<file path="src/rtl/eth_pkg.sv">
// eth_pkg: shared state encoding, frame constants and grant-width helper for the Ethernet TX arbiter.
package eth_pkg;
   typedef enum logic [1:0] {IDLE, XFER, IFG, DRAIN} arb_state_t;
   localparam int ETH_MAX_FRAME = 1518;
   localparam int ETH_IFG_BYTES = 12;
   function automatic int id_width(input int n);
      return (n > 1) ? $clog2(n) : 1;
   endfunction
endpackage

</file>
<file path="src/rtl/eth_rr_pick.sv">
// eth_rr_pick: combinational round-robin picker, first request found searching upward from ptr+1.
module eth_rr_pick import eth_pkg::*; #(
   parameter int N = 4,
   parameter int W = id_width(N)
) (
   input  logic [N-1:0] req,
   input  logic [W-1:0] ptr,
   output logic [W-1:0] grant,
   output logic         any_req
);
   logic [W-1:0] idx;
   // Descending scan: the last hit written is the nearest one after ptr.
   always_comb begin
      grant = '0;
      idx = '0;
      for (int k = N; k >= 1; k--) begin
         idx = W'((int'(ptr) + k) % N);
         if (req[idx]) grant = idx;
      end
   end
   assign any_req = |req;
endmodule

</file>
<file path="src/rtl/eth_tx_arbiter.sv">
// eth_tx_arbiter: frame-level round-robin arbiter feeding one byte-wide MAC TX path.
// Define ETH_ARB_MAXLEN_EN to truncate frames at MAX_FRAME bytes (tx_abort, then DRAIN).
module eth_tx_arbiter import eth_pkg::*; #(
   parameter int N_REQ      = 4,
   parameter int IFG_CYCLES = ETH_IFG_BYTES,
   parameter int MAX_FRAME  = ETH_MAX_FRAME
) (
   input  logic                         clk,
   input  logic                         rst,
   input  logic [N_REQ-1:0]             req_valid,
   input  logic [8*N_REQ-1:0]           req_data,
   input  logic [N_REQ-1:0]             req_last,
   output logic [N_REQ-1:0]             req_ready,
   input  logic                         tx_ready,
   output logic                         tx_data_valid,
   output logic [7:0]                   tx_data_out,
   output logic                         tx_last,
   output logic                         tx_abort,
   output logic [id_width(N_REQ)-1:0]   grant_id,
   output logic                         busy,
   output logic [15:0]                  frame_count
);
   localparam int GW = id_width(N_REQ);
`ifdef ETH_ARB_MAXLEN_EN
   localparam bit MAXLEN = 1'b1;
`else
   localparam bit MAXLEN = 1'b0;
`endif
   localparam logic [15:0] IFG_LOAD = 16'(IFG_CYCLES == 0 ? 0 : IFG_CYCLES - 1);
   localparam logic [15:0] CAP_AT = 16'(MAX_FRAME - 1);
   localparam arb_state_t POST = (IFG_CYCLES == 0) ? IDLE : IFG;

   arb_state_t state, state_nxt;
   logic [GW-1:0] ptr, pick;
   logic any_req, src_valid, src_last, beat, done, cap;
   logic [7:0] src_data;
   logic [15:0] byte_cnt, ifg_cnt;

   eth_rr_pick #(.N(N_REQ), .W(GW)) u_pick (
      .req(req_valid),
      .ptr(ptr),
      .grant(pick),
      .any_req(any_req)
   );

   always_comb begin
      src_data = '0;
      for (int i = 0; i < N_REQ; i++)
         if (GW'(i) == grant_id) src_data = req_data[8*i +: 8];
   end

   assign src_valid = req_valid[grant_id];
   assign src_last = req_last[grant_id];
   assign beat = (state == XFER) && src_valid && tx_ready;
   assign done = beat && src_last;
   // Length cap fires on the beat that brings the count up to MAX_FRAME.
   assign cap = MAXLEN && beat && !src_last && (byte_cnt == CAP_AT);
   assign tx_abort = cap;
   assign busy = (state != IDLE);

   always_comb begin
      state_nxt = state;
      req_ready = '0;
      tx_data_valid = 1'b0;
      tx_data_out = '0;
      tx_last = 1'b0;
      case (state)
         IDLE: state_nxt = any_req ? XFER : IDLE;
         XFER: begin
            req_ready[grant_id] = tx_ready;
            tx_data_valid = src_valid;
            tx_data_out = src_data;
            tx_last = src_last || cap;
            state_nxt = done ? POST : cap ? DRAIN : XFER;
         end
         IFG: state_nxt = (ifg_cnt == '0) ? IDLE : IFG;
`ifdef ETH_ARB_MAXLEN_EN
         DRAIN: begin
            req_ready[grant_id] = 1'b1;
            state_nxt = (src_valid && src_last) ? POST : DRAIN;
         end
`endif
         default: state_nxt = IDLE;
      endcase
   end

   always_ff @(posedge clk) begin
      if (rst) begin
         state <= IDLE;
         grant_id <= '0;
         ptr <= GW'(N_REQ - 1);
         byte_cnt <= '0;
         ifg_cnt <= '0;
         frame_count <= '0;
      end else begin
         state <= state_nxt;
         if (state == IDLE && any_req) begin
            grant_id <= pick;
            ptr <= pick;
         end
         if (done || cap) byte_cnt <= '0;
         else if (beat && byte_cnt != 16'hFFFF) byte_cnt <= byte_cnt + 16'd1;
         if (done) frame_count <= frame_count + 16'd1;
         if (state_nxt == IFG && state != IFG) ifg_cnt <= IFG_LOAD;
         else if (state == IFG && ifg_cnt != '0) ifg_cnt <= ifg_cnt - 16'd1;
      end
   end
endmodule
</file>
<file path="config.mk">
export PLATFORM = sky130hd
export DESIGN_NAME = eth_tx_arbiter
export DESIGN_NICKNAME = d
export VERILOG_FILES = /design/src/rtl/eth_pkg.sv /design/src/rtl/eth_rr_pick.sv /design/src/rtl/eth_tx_arbiter.sv
export SDC_FILE = /design/constraint.sdc
export NUM_CORES = 1
export LEC_CHECK = 0
export ABC_CLOCK_PERIOD_IN_PS = 2200
export CAP_MARGIN = 30
export CORE_MARGIN = 3
export CORE_UTILIZATION = 40
export CTS_BUF_LIST = sky130_fd_sc_hd__clkbuf_16
export DETAILED_ROUTE_END_ITERATION = 10
export GPL_ROUTABILITY_DRIVEN = 0
export PLACE_DENSITY = 0.71
export SYNTH_ARGS = -nofsm -noshare
export SYNTH_HDL_FRONTEND = slang
export SYNTH_SLANG_ARGS = --single-unit
</file>
<file path="constraint.sdc">
create_clock -name clk -period 2.2 [get_ports clk]
set_input_delay 0.44 -clock clk [delete_from_list [all_inputs] [get_ports clk]]
set_output_delay 0.44 -clock clk [all_outputs]
set_load 0.01 [all_outputs]
</file>
==> parameters.txt, run 1 <==
Parameter                              Value

Pwr
  Fraction of power consumed by the clock network    34.1%
  Worst vdd rail ir drop    0.3768 mV
  Sequential Power Share    38.0%
  P_sw    just over 0.0005 W
  Gate power share    27.9%
  Leakage power summed over all cells    about 1.3 nW
  Cell Int Power    roughly 0.0014 W
  Power density cells    571.0 nW/um2
  Switching share of total power    26.41%

Detailed routing
  Wirelength per Cell    ~14 um
  Post-route ant nets    0
  Via density per instance    5.318
  Total number of vias    between 2,000 and 2,500
  DR pass1 iterations    4
  Residual DRC count    0
  Number of violations reported at the end of detailed-routing iteration 0    approximately 120
  WL final    6032 um

STA
  Hold Fails Final Rpt    0
  Achievable frequency    0.4639 GHz
  Final WS setup    44.24 ps
  Worst clock skew on the final layout    about 3.7 ps
  Final number of setup-violating endpoints    0
  Final critical-path required period    2156 ps
  Setup repair after global routing missed its margin    false
  Period Utilization, post-route    a little over nine tenths
  Max Transition Viols Final    0

Synthesis
  Flops & latches, synth    38
  Distinct cells, synth    55
  Sequential share of the synthesized area    between 30% and 40%
  Commonest register cell after synthesis    sky130_fd_sc_hd__dfxtp_1
  Number of enable-type register cells in the synthesized netlist    0
  Syn Area/Cell    9.029 um2
  Post-synthesis net count    305
  Fraction of registers with async set or reset after synthesis    0%
  Cell area after technology mapping    2338 um2
  Synth Warn #    0
  Mapped Cells    259

Run status
  Run status    finished, final reports clean

Global routing
  Number of global-route vias before repair    2,173
  Aggregate global routing overflow    0
  Wire length of the first global-routing pass    slightly below 10,000 um
  Maximum number of pins on one net before global-route repair    17
  Antenna violations before repair    0
  Combined global-route utilization of all metal layers    18.02%

Floorplanning
  Total Die Area    between 6000 and 7000 um2
  Core region area    5574 um2
  Die Ht    82.46 um
  Effective utilization at floorplan    41.95%
  Die boundary width    roughly 82 um
  Placement row count    27
  Number of primary I/O pins    a little under 80

Setup path
  Number of buffers and inverters on the critical path    2
  Delay-heaviest family, CP    buffers and inverters
  R2R depth    8
  CP peak stage delay    450 ps
  Highest net fanout along the worst path    1
  Slowest cell on the critical path    sky130_fd_sc_hd__mux4_2
  Critical path data required time    1760 ps
  Element type at the critical path end    primary output
  Worst Setup Start Kind    primary input
  WS Path Type    in -> out
  WP data arrival    around 1700 ps
  Flop2flop setup slack    130 ps
  Critical path cell sequence    clkdlybuf4s50_1 -> mux4_2 -> and2_1 -> dlygate4sd2_1
  Total number of cells along the worst setup path    4

Clock network
  TritonCTS clock tree    built
  Worst-path clk slew    60 ps
  Total clock buffers created by CTS    5
  Clock tree root buffer cell    sky130_fd_sc_hd__clkbuf_16
  Worst-Skew Late Latency    about 280 ps
  Buffers from clock root to sink, at most    2
  Count of clock tree sinks    38
  H-tree depth reported by CTS    2
  Number of buffers added to fix hold violations after cts    0

Placement
  Inst Count DP    412
  Pre-CTS worst setup slack    -251.8 ps
  HPWL after detailed placement    4551 um
  Number of input and output port buffers inserted    75

Min path
  Hold crit path type    reg -> reg
  Number of cells on the worst hold path    2

Finish
  Proportion of layout cells with a drive suffix above 1    16.86%
  Leading cell types in the layout, fill and taps excluded    59 x sky130_fd_sc_hd__clkdlybuf4s50_1, 37 x sky130_fd_sc_hd__dfxtp_1, 33 x sky130_fd_sc_hd__nor2_1
  Sequential cell area    764.5 um2
  Final instance count without filler cells    422
  Layout fillers    521
  Multi-input gate area in the final layout    about 1500 um2
  Area Growth Syn to Fin    46.87%
  Leading cell type in the layout, fill and taps excluded    sky130_fd_sc_hd__clkdlybuf4s50_1
  NumNets Final    just under 400
  Count of antenna diodes in the layout    0

Run
  Number of violations of the max-capacitance limit    0
-- power groups by stage --
| stage | Clock, W | Combinational, W | Sequential (W) |
|---|---|---|---|
| 2_1_floorplan | 0 | 0.000295 | 0.000747 |
| 3_3_place_gp | 0 | 0.000541 | 0.000755 |
| 3_5_place_dp | 0 | 0.000549 | 0.000755 |
| 4_1_cts | 0.000679 | 0.000538 | 0.000741 |
| 5_1_grt | 0.000714 | 0.000598 | 0.000749 |
| 6_report | 0.000669 | 0.000548 | 0.000744 |
-- registers in the layout (all words and copies together), names as in the netlist --
register / count
ptr: 2
grant_id: 2
frame_count: 16
ifg_cnt: 16
state: 2
-- metrics by stage --
step | total power (W) | hold slack, ps | util (%) | instance area, um2 | setup TNS (ps)
floorplan | 0.001042 | 461.3 | - | 2338 | 0
global placement | 0.001296 | 482.9 | 58.59 | 3266 | -2757
detailed placement | 0.001304 | 489.6 | 58.59 | 3266 | -3567
CTS | 0.001958 | 501.7 | 60.97 | 3398 | 0
global route | 0.002061 | 515.5 | 61.62 | 3435 | 0
finish | 0.001961 | 502.8 | 61.62 | 3435 | 0
-- tightest hold or removal path: cells and delay by family (launching register included) --
kind           cells  cell delay [ps]
flip-flops         1              330
AO/OA/AOI/OAI      2              130
-- worst paths after layout --
path                             from                           to
max                      req_data[30]               tx_data_out[6]
min          ifg_cnt[10]$_SDFFE_PP0P_     ifg_cnt[10]$_SDFFE_PP0P_
max reg2reg  grant_id[0]$_SDFFE_PP0N_  frame_count[5]$_SDFFE_PP0P_
min reg2reg  ifg_cnt[10]$_SDFFE_PP0P_     ifg_cnt[10]$_SDFFE_PP0P_
-- synth_stat cells (all sizes together), types with 2 or more instances --
library cell	count	area [um2]
o31ai	2	15.01
and2	11	68.82
or3b	2	20.02
xnor2	8	70.07
inv	7	26.28
nor2	33	123.9
nand3	11	60.06
a21oi	17	85.08
mux2	2	22.52
ha	3	37.54
nor2b	3	18.77
o211ai	3	22.52
o21a	2	15.01
buf	9	57.56
clkbuf	5	18.77
and3	5	31.28
xor2	15	131.4
nand4	8	50.05
nor3	10	71.32
nor4	7	71.31
mux4	10	225.2
o21ai	11	58.80
nand2	10	37.54
dfxtp	38	760.7
nand2b	5	31.28
a211o	2	17.52
or3	3	18.77
nand3b	2	18.77
-- final cells by class --
type,count,area share [%]
clock buffers,5,3.643
repair buffers,97,27.18
multi-input cells,200,43.21
flip-flops and latches,38,22.26
inverters,7,0.7650
clock inverters,3,0.3279
well taps,72,2.623
-- repair_timing --
| item | in CTS | in global routing |
|---|---|---|
| cloned | 0 | 1 |
| setup buffers | 1 | 0 |
| setup endpoints to repair | 12 | 18 |
| resized for setup | 19 | 12 |
-- metal layers --
metal  GRT usage, %  share of wire [%]  up-vias
met1          20.44                 41     1043
met3          6.508                 11        5
li1               -                  -     1113
met5              0                  0        -
met2          32.13                 47       83
met4          3.987               0.68        0
-- kinds of logic (layout without fill, tap and decap cells) --
family | count (synthesis) | in the layout | synth area share (%)
AND/OR/NAND/NOR | 117 | 117 | 29.86
AO/OA/AOI/OAI | 43 | 43 | 11.82
flip-flops | 38 | 38 | 32.53
XOR/XNOR | 23 | 23 | 8.615
buffers and inverters | 21 | 112 | 4.388
multiplexers | 13 | 13 | 11.02
adder cells (fa/ha/maj) | 3 | 3 | 1.605
other | 1 | 1 | 0.1604
No activity file was read; power rests on OpenSTA's default activity.
==> inputs of run 2 (changes only) <==
Settings changed: ABC_AREA set to 1, CELL_PAD_IN_SITES_DETAIL_PLACEMENT set to 0, CELL_PAD_IN_SITES_GLOBAL_PLACEMENT set to 2, CORE_UTILIZATION 40 to 24, PLACE_DENSITY 0.71 to unset, PLACE_DENSITY_LB_ADDON set to 0.1.
==> parameters.txt, run 2 <==
Parameter                              Value

STA
  Setup repair after global routing missed its margin    false
  Slew at the pin with the worst max-slew slack    499.0 ps
  Final critical-path required period    2099 ps (-57.22 ps)
  Period Utilization, post-route    95.39% (-2.6 points)
  Hold Fails Final Rpt    0 (unchanged)
  Max Transition Viols Final    0 (unchanged)
  Achievable frequency    0.4765 GHz (+2.7%)
  Worst clock skew on the final layout    2.109 ps (-1.575 ps)
  Worst relative slew slack    66.48%
  Final number of setup-violating endpoints    0 (unchanged)
  Hold Worst Slack    473.4 ps (-29.47 ps)

Clock network
  Worst-Skew Late Latency    280 ps (about the same)
  Clock tree root buffer cell    sky130_fd_sc_hd__clkbuf_16
  Number of buffers added to fix hold violations after cts    0 (unchanged)
  Buffers from clock root to sink, at most    2 (unchanged)
  Worst-path clk slew    60 ps (about the same)
  Count of clock tree sinks    38 (unchanged)
  H-tree depth reported by CTS    2 (unchanged)
  TritonCTS clock tree    built
  Total clock buffers created by CTS    5 (unchanged)

Synthesis
  Most common library cells after synthesis    144 x sky130_fd_sc_hd__nand2_1, 47 x sky130_fd_sc_hd__nor2_1, 38 x sky130_fd_sc_hd__dfxtp_1, 38 x sky130_fd_sc_hd__inv_1, 32 x sky130_fd_sc_hd__a21oi_1
  Flops & latches, synth    38 (unchanged)
  Sequential share of the synthesized area    28.68% (-3.9 points)
  Commonest register cell after synthesis    sky130_fd_sc_hd__dfxtp_1
  Mapped Cells    426 (+64%)
  Synth top area share    28.68% (-3.9 points)
  Syn Area/Cell    6.227 um2 (-31%)
  Cell area after technology mapping    2653 um2 (+13%)
  Number of enable-type register cells in the synthesized netlist    0 (unchanged)
  Most frequently used cell type in the post-synthesis netlist    sky130_fd_sc_hd__nand2_1
  Most area-hungry cell type in the Yosys netlist    sky130_fd_sc_hd__dfxtp_1
  Leading post-synthesis cells by cell area    sky130_fd_sc_hd__dfxtp_1 29%, sky130_fd_sc_hd__nand2_1 20%, sky130_fd_sc_hd__nor2_1 6.7%
  Post-synthesis net count    472 (+55%)
  Synth Warn #    0 (unchanged)
  Fraction of registers with async set or reset after synthesis    0% (unchanged)
  Distinct cells, synth    35 (-36%)

Placement
  Number of input and output port buffers inserted    75 (unchanged)
  HPWL after detailed placement    6612 um (+45%)

Setup path
  Element type at the critical path end    primary output
  WP data arrival    1660 ps (-60 ps)
  CP peak stage delay    550 ps (+100 ps)
  Number of buffers and inverters on the critical path    2 (unchanged)
  Slowest cell on the critical path    sky130_fd_sc_hd__clkdlybuf4s50_1
  Worst Setup Start Kind    primary input
  Highest net fanout along the worst path    5 (+4)
  Critical path data required time    1760 ps (about the same)
  WS Path Type    in -> out
  Worst path most repeated cell    sky130_fd_sc_hd__clkdlybuf4s50_1
  Delay-heaviest family, CP    buffers and inverters
  Critical path cell sequence    clkdlybuf4s50_1 -> nand2_2 -> nor2_1 -> clkdlybuf4s50_1

Detailed routing
  Residual DRC count    0 (unchanged)
  Wirelength per Cell    12.94 um (-9.5%)
  Via density per instance    4.376 (-18%)
  Number of violations reported at the end of detailed-routing iteration 0    101 (-12%)
  Post-route ant nets    0 (unchanged)
  Total number of vias    2,888 (+29%)
  WL final    8541 um (+42%)
  DR pass1 iterations    4 (unchanged)

Floorplanning
  Number of primary I/O pins    77 (unchanged)
  Core region area    10,560 um2 (+89%)
  Die Ht    111.1 um (+35%)
  Total Die Area    12,350 um2 (+82%)
  Placement row count    37 (+37%)
  Die boundary width    111.1 um (+35%)
  Effective utilization at floorplan    25.13% (-17 points)

Global routing
  Number of global-route vias before repair    2,888 (+33%)
  Wire length of the first global-routing pass    14,240 um (+48%)
  Maximum number of pins on one net before global-route repair    20 (+3)
  Combined global-route utilization of all metal layers    13.92% (-4.1 points)
  Antenna violations before repair    0 (unchanged)
  Aggregate global routing overflow    0 (unchanged)

Run
  Number of violations of the max-capacitance limit    0 (unchanged)

Pwr
  Leakage power summed over all cells    1.677 nW (+29%)
  Final Total Pwr    0.002672 W (+36%)
  Power density cells    696.4 nW/um2 (+22%)
  Worst vdd rail ir drop    0.2642 mV (-30%)

Finish
  Leading cell types in the layout, fill and taps excluded    143 x sky130_fd_sc_hd__nand2_1, 64 x sky130_fd_sc_hd__clkdlybuf4s50_1, 47 x sky130_fd_sc_hd__nor2_1
  Layout fillers    1,200 (+130%)
  Count of antenna diodes in the layout    0 (unchanged)
  Leading cell type in the layout, fill and taps excluded    sky130_fd_sc_hd__nand2_1
  NumNets Final    569 (+44%)
  Proportion of layout cells with a drive suffix above 1    12.21% (-4.6 points)
  Sequential cell area    768.2 um2 (+0.49%)
  Biggest regs    frame_count: 16 flops, ifg_cnt: 16 flops
  Area Growth Syn to Fin    44.62%
  Multi-input gate area in the final layout    1655 um2 (+12%)

Run status
  Run status    finished, final reports clean

Min path
  Hold crit path type    reg -> reg
## run 2: changes by cell type after synthesis, sizes merged, moves of 11 or more
cell,delta
nor2,+18
a21oi,+24
nand3,+13
nand2,+138
inv,+36
and2,-11
## run 2: path summary, 6_finish.rpt
kind / slack (ps) / end / startpoint / cells past startpoint
max: 100 / req_ready[2] / tx_ready / 4
min: 470 / ifg_cnt[15]$_SDFFE_PP0P_ / ifg_cnt[15]$_SDFFE_PP0P_ / 2
max reg2reg: 490 / frame_count[5]$_SDFFE_PP0P_ / grant_id[1]$_SDFFE_PP0N_ / 12
min reg2reg: 470 / ifg_cnt[15]$_SDFFE_PP0P_ / ifg_cnt[15]$_SDFFE_PP0P_ / 2
## run 2: final cells by class
class,instances,area share (%)
multi-input cells,333,43.15
inverters,43,4.207
flip-flops and latches,38,20.03
repair buffers,102,24.49
clock inverters,3,0.4240
well taps,136,4.436
clock buffers,5,3.262
## run 2: cells by family (layout without fill, tap and decap cells)
kind of cell | count (synthesis) | after routing | share of synthesized area [%]
compound gates | 65 | 65 | 14.25
xor+xnor | 23 | 23 | 7.594
fa+ha+maj | 3 | 3 | 1.415
buf+inv | 55 | 153 | 9.198
flops | 38 | 38 | 28.68
other cells | 1 | 1 | 0.1414
simple gates | 241 | 241 | 38.73
## run 2: tightest hold or removal path, delay by kind of cell (launching register included)
| kind | cells | cell delay [ps] |
|---|---|---|
| AO/OA/AOI/OAI | 1 | 60 |
| flip-flops | 1 | 310 |
| AND/OR/NAND/NOR | 1 | 60 |
## run 2: power breakdown
group,leakage [nW],switching [W],internal [W]
clock network,0.0672,0.000289,0.000414
registers,0.309,0.0000723,0.000734
logic,1.30,0.000627,0.000535
## run 2: stage by stage
step,utilization [%],setup WS [ps],std cells,instance area (um2),setup TNS (ps)
floorplan,-,556.9,426,2653,0
global placement,34.57,-114.6,646,3649,-356.5
detailed placement,34.57,-130.6,646,3649,-412.5
CTS,36.29,11.86,659,3830,0
global route,36.34,12.64,660,3836,0
finish,36.34,101.5,660,3836,0
## run 2: layer usage
metal / track usage, % / share of wire (%)
met2: 24.27 / 48
met1: 17.79 / 47
met3: 2.675 / 3.3
met4: 3.082 / 0.97
met5: 0 / 0
## run 2: what timing repair did
item	in CTS	in global routing
resized for setup	17	3
pin swaps	1	1
setup buffers	5	1
endpoints found under the setup margin	14	4
==> inputs of run 3 (changes only) <==
Settings changed: GPL_TIMING_DRIVEN set to 0.
==> parameters.txt, run 3 (synthesis results as in run 2) <==
Parameter                              Value

Clock network
  Worst-Skew Late Latency    280 ps (about the same)
  Count of clock tree sinks    38 (unchanged)
  H-tree depth reported by CTS    2 (unchanged)
  Buffers from clock root to sink, at most    2 (unchanged)
  Total clock buffers created by CTS    5 (unchanged)
  Number of buffers added to fix hold violations after cts    0 (unchanged)
  Clock tree root buffer cell    sky130_fd_sc_hd__clkbuf_16
  TritonCTS clock tree    built
  Worst-path clk slew    60 ps (about the same)

Setup path
  WP data arrival    1680 ps (+20 ps)
  Critical path cell sequence    clkdlybuf4s50_1 -> nand2_2 -> nor2_1 -> clkdlybuf4s50_1
  Worst path most repeated cell    sky130_fd_sc_hd__clkdlybuf4s50_1
  Highest net fanout along the worst path    5 (unchanged)
  Element type at the critical path end    primary output
  Slowest cell on the critical path    sky130_fd_sc_hd__clkdlybuf4s50_1
  Worst Setup Start Kind    primary input
  Critical path data required time    1760 ps (about the same)
  CP peak stage delay    570 ps (+20 ps)
  WS Path Type    in -> out

Pwr
  Final Total Pwr    0.002630 W (-1.6%)
  Worst vdd rail ir drop    0.2489 mV (-5.8%)
  Leakage power summed over all cells    1.673 nW (-0.21%)
  Power density cells    691.6 nW/um2 (-0.70%)

Placement
  Number of input and output port buffers inserted    75 (unchanged)
  Placed Area    3573 um2 (-2.1%)
  HPWL after detailed placement    6805 um (+2.9%)
  Pre-CTS worst setup slack    -168.4 ps (-37.86 ps)

Run
  Number of violations of the max-capacitance limit    0 (unchanged)

Finish
  Leading cell type in the layout, fill and taps excluded    sky130_fd_sc_hd__nand2_1
  NumNets Final    562 (-1.2%)
  Count of antenna diodes in the layout    0 (unchanged)
  Proportion of layout cells with a drive suffix above 1    10.25% (-2.0 points)
  Layout fillers    1,163 (-3.1%)
  Layout Utilization    36.02% (-0.32 points)
  Biggest regs    frame_count: 16 flops, ifg_cnt: 16 flops
  Final standard cell area without fillers    3802 um2 (-0.88%)
  Area Growth Syn to Fin    43.35%
  Leading cell types in the layout, fill and taps excluded    143 x sky130_fd_sc_hd__nand2_1, 64 x sky130_fd_sc_hd__clkdlybuf4s50_1, 47 x sky130_fd_sc_hd__nor2_1

Global routing
  Antenna violations before repair    0 (unchanged)
  Maximum number of pins on one net before global-route repair    13 (-35%)
  Number of global-route vias before repair    2,738 (-5.2%)
  Wire length of the first global-routing pass    14,300 um (+0.39%)
  Aggregate global routing overflow    0 (unchanged)
  Combined global-route utilization of all metal layers    13.93% (about the same)

STA
  Final WS setup    82.46 ps (-19.00 ps)
  Achievable frequency    0.4722 GHz (-0.90%)
  Setup repair after global routing missed its margin    false
  Worst relative slew slack    55.56% (-11 points)
  Final critical-path required period    2118 ps (+19.00 ps)
  Setup TNS    0 ps (unchanged)
  Hold Fails Final Rpt    0 (unchanged)
  Slew at the pin with the worst max-slew slack    666.6 ps (+167.6 ps)
  Final number of setup-violating endpoints    0 (unchanged)
  Period Utilization, post-route    96.25% (+0.86 points)
  Worst clock skew on the final layout    7.336 ps (+5.227 ps)
  Max Transition Viols Final    0 (unchanged)

Detailed routing
  DR pass1 iterations    4 (unchanged)
  Via density per instance    4.429 (+1.2%)
  Residual DRC count    0 (unchanged)
  Number of violations reported at the end of detailed-routing iteration 0    83 (-18%)
  WL final    8741 um (+2.3%)
  Post-route ant nets    0 (unchanged)
  Total number of vias    2,892 (+0.14%)
  Wirelength per Cell    13.39 um (+3.4%)

Floorplanning
  Placement row count    37 (unchanged)
  Effective utilization at floorplan    25.13% (unchanged)
  Die Ht    111.1 um (unchanged)
  Core region area    10,560 um2 (unchanged)
  Number of primary I/O pins    77 (unchanged)
  Die boundary width    111.1 um (unchanged)
  Total Die Area    12,350 um2 (unchanged)

Run status
  Run status    finished, final reports clean

Min path
  Hold crit path type    reg -> reg
[run 3: critical path: cells and delay by family]
kind	cells	cell delay (ps)
buffers and inverters	2	1040
AND/OR/NAND/NOR	2	200
[run 3: power breakdown]
| part | leakage [nW] | switching, W | internal [W] |
|---|---|---|---|
| clock network | 0.0672 | 0.000297 | 0.000414 |
| registers | 0.309 | 0.0000519 | 0.000732 |
| logic | 1.30 | 0.000641 | 0.000493 |
[run 3: area by class of cell]
| cell class | count | area [um2] | share of cell area [%] |
|---|---|---|---|
| Clock inverter | 3 | 16.27 | 0.4278 |
| Tap cell | 136 | 170.2 | 4.475 |
| Timing Repair Buffer | 83 | 804.5 | 21.16 |
| Multi-Input combinational cell | 333 | 1660 | 43.67 |
| Buffer | 12 | 96.34 | 2.534 |
| Inverter | 43 | 163.9 | 4.311 |
| Sequential cell | 38 | 765.7 | 20.14 |
| Clock buffer | 5 | 125.1 | 3.291 |
[run 3: worst paths after layout]
kind	from	end	slack (ps)	cells past startpoint
max	tx_ready	req_ready[1]	80	4
min	ifg_cnt[15]$_SDFFE_PP0P_	ifg_cnt[15]$_SDFFE_PP0P_	470	2
max reg2reg	ifg_cnt[0]$_SDFFE_PP0P_	ifg_cnt[15]$_SDFFE_PP0P_	310	10
min reg2reg	ifg_cnt[15]$_SDFFE_PP0P_	ifg_cnt[15]$_SDFFE_PP0P_	470	2
[run 3: routing by layer]
layer	track usage, %	up-vias	share of wire (%)
li1	-	1531	-
met1	18.58	1314	49
met2	23.87	45	48
met3	2.566	2	3.0
met4	2.190	0	0.29
met5	0	-	0
[run 3: stage by stage]
step / cells / hold slack (ps)
floorplan: 426 / 444.5
global placement: 637 / 454.4
detailed placement: 637 / 466.2
CTS: 649 / 474.7
global route: 653 / 485.3
finish: 653 / 473.4
[run 3: repair_timing]
action,CTS,global route
endpoints found under the setup margin,14,7
gates resized for setup,20,3
pin swaps,1,1
setup buffers,4,4
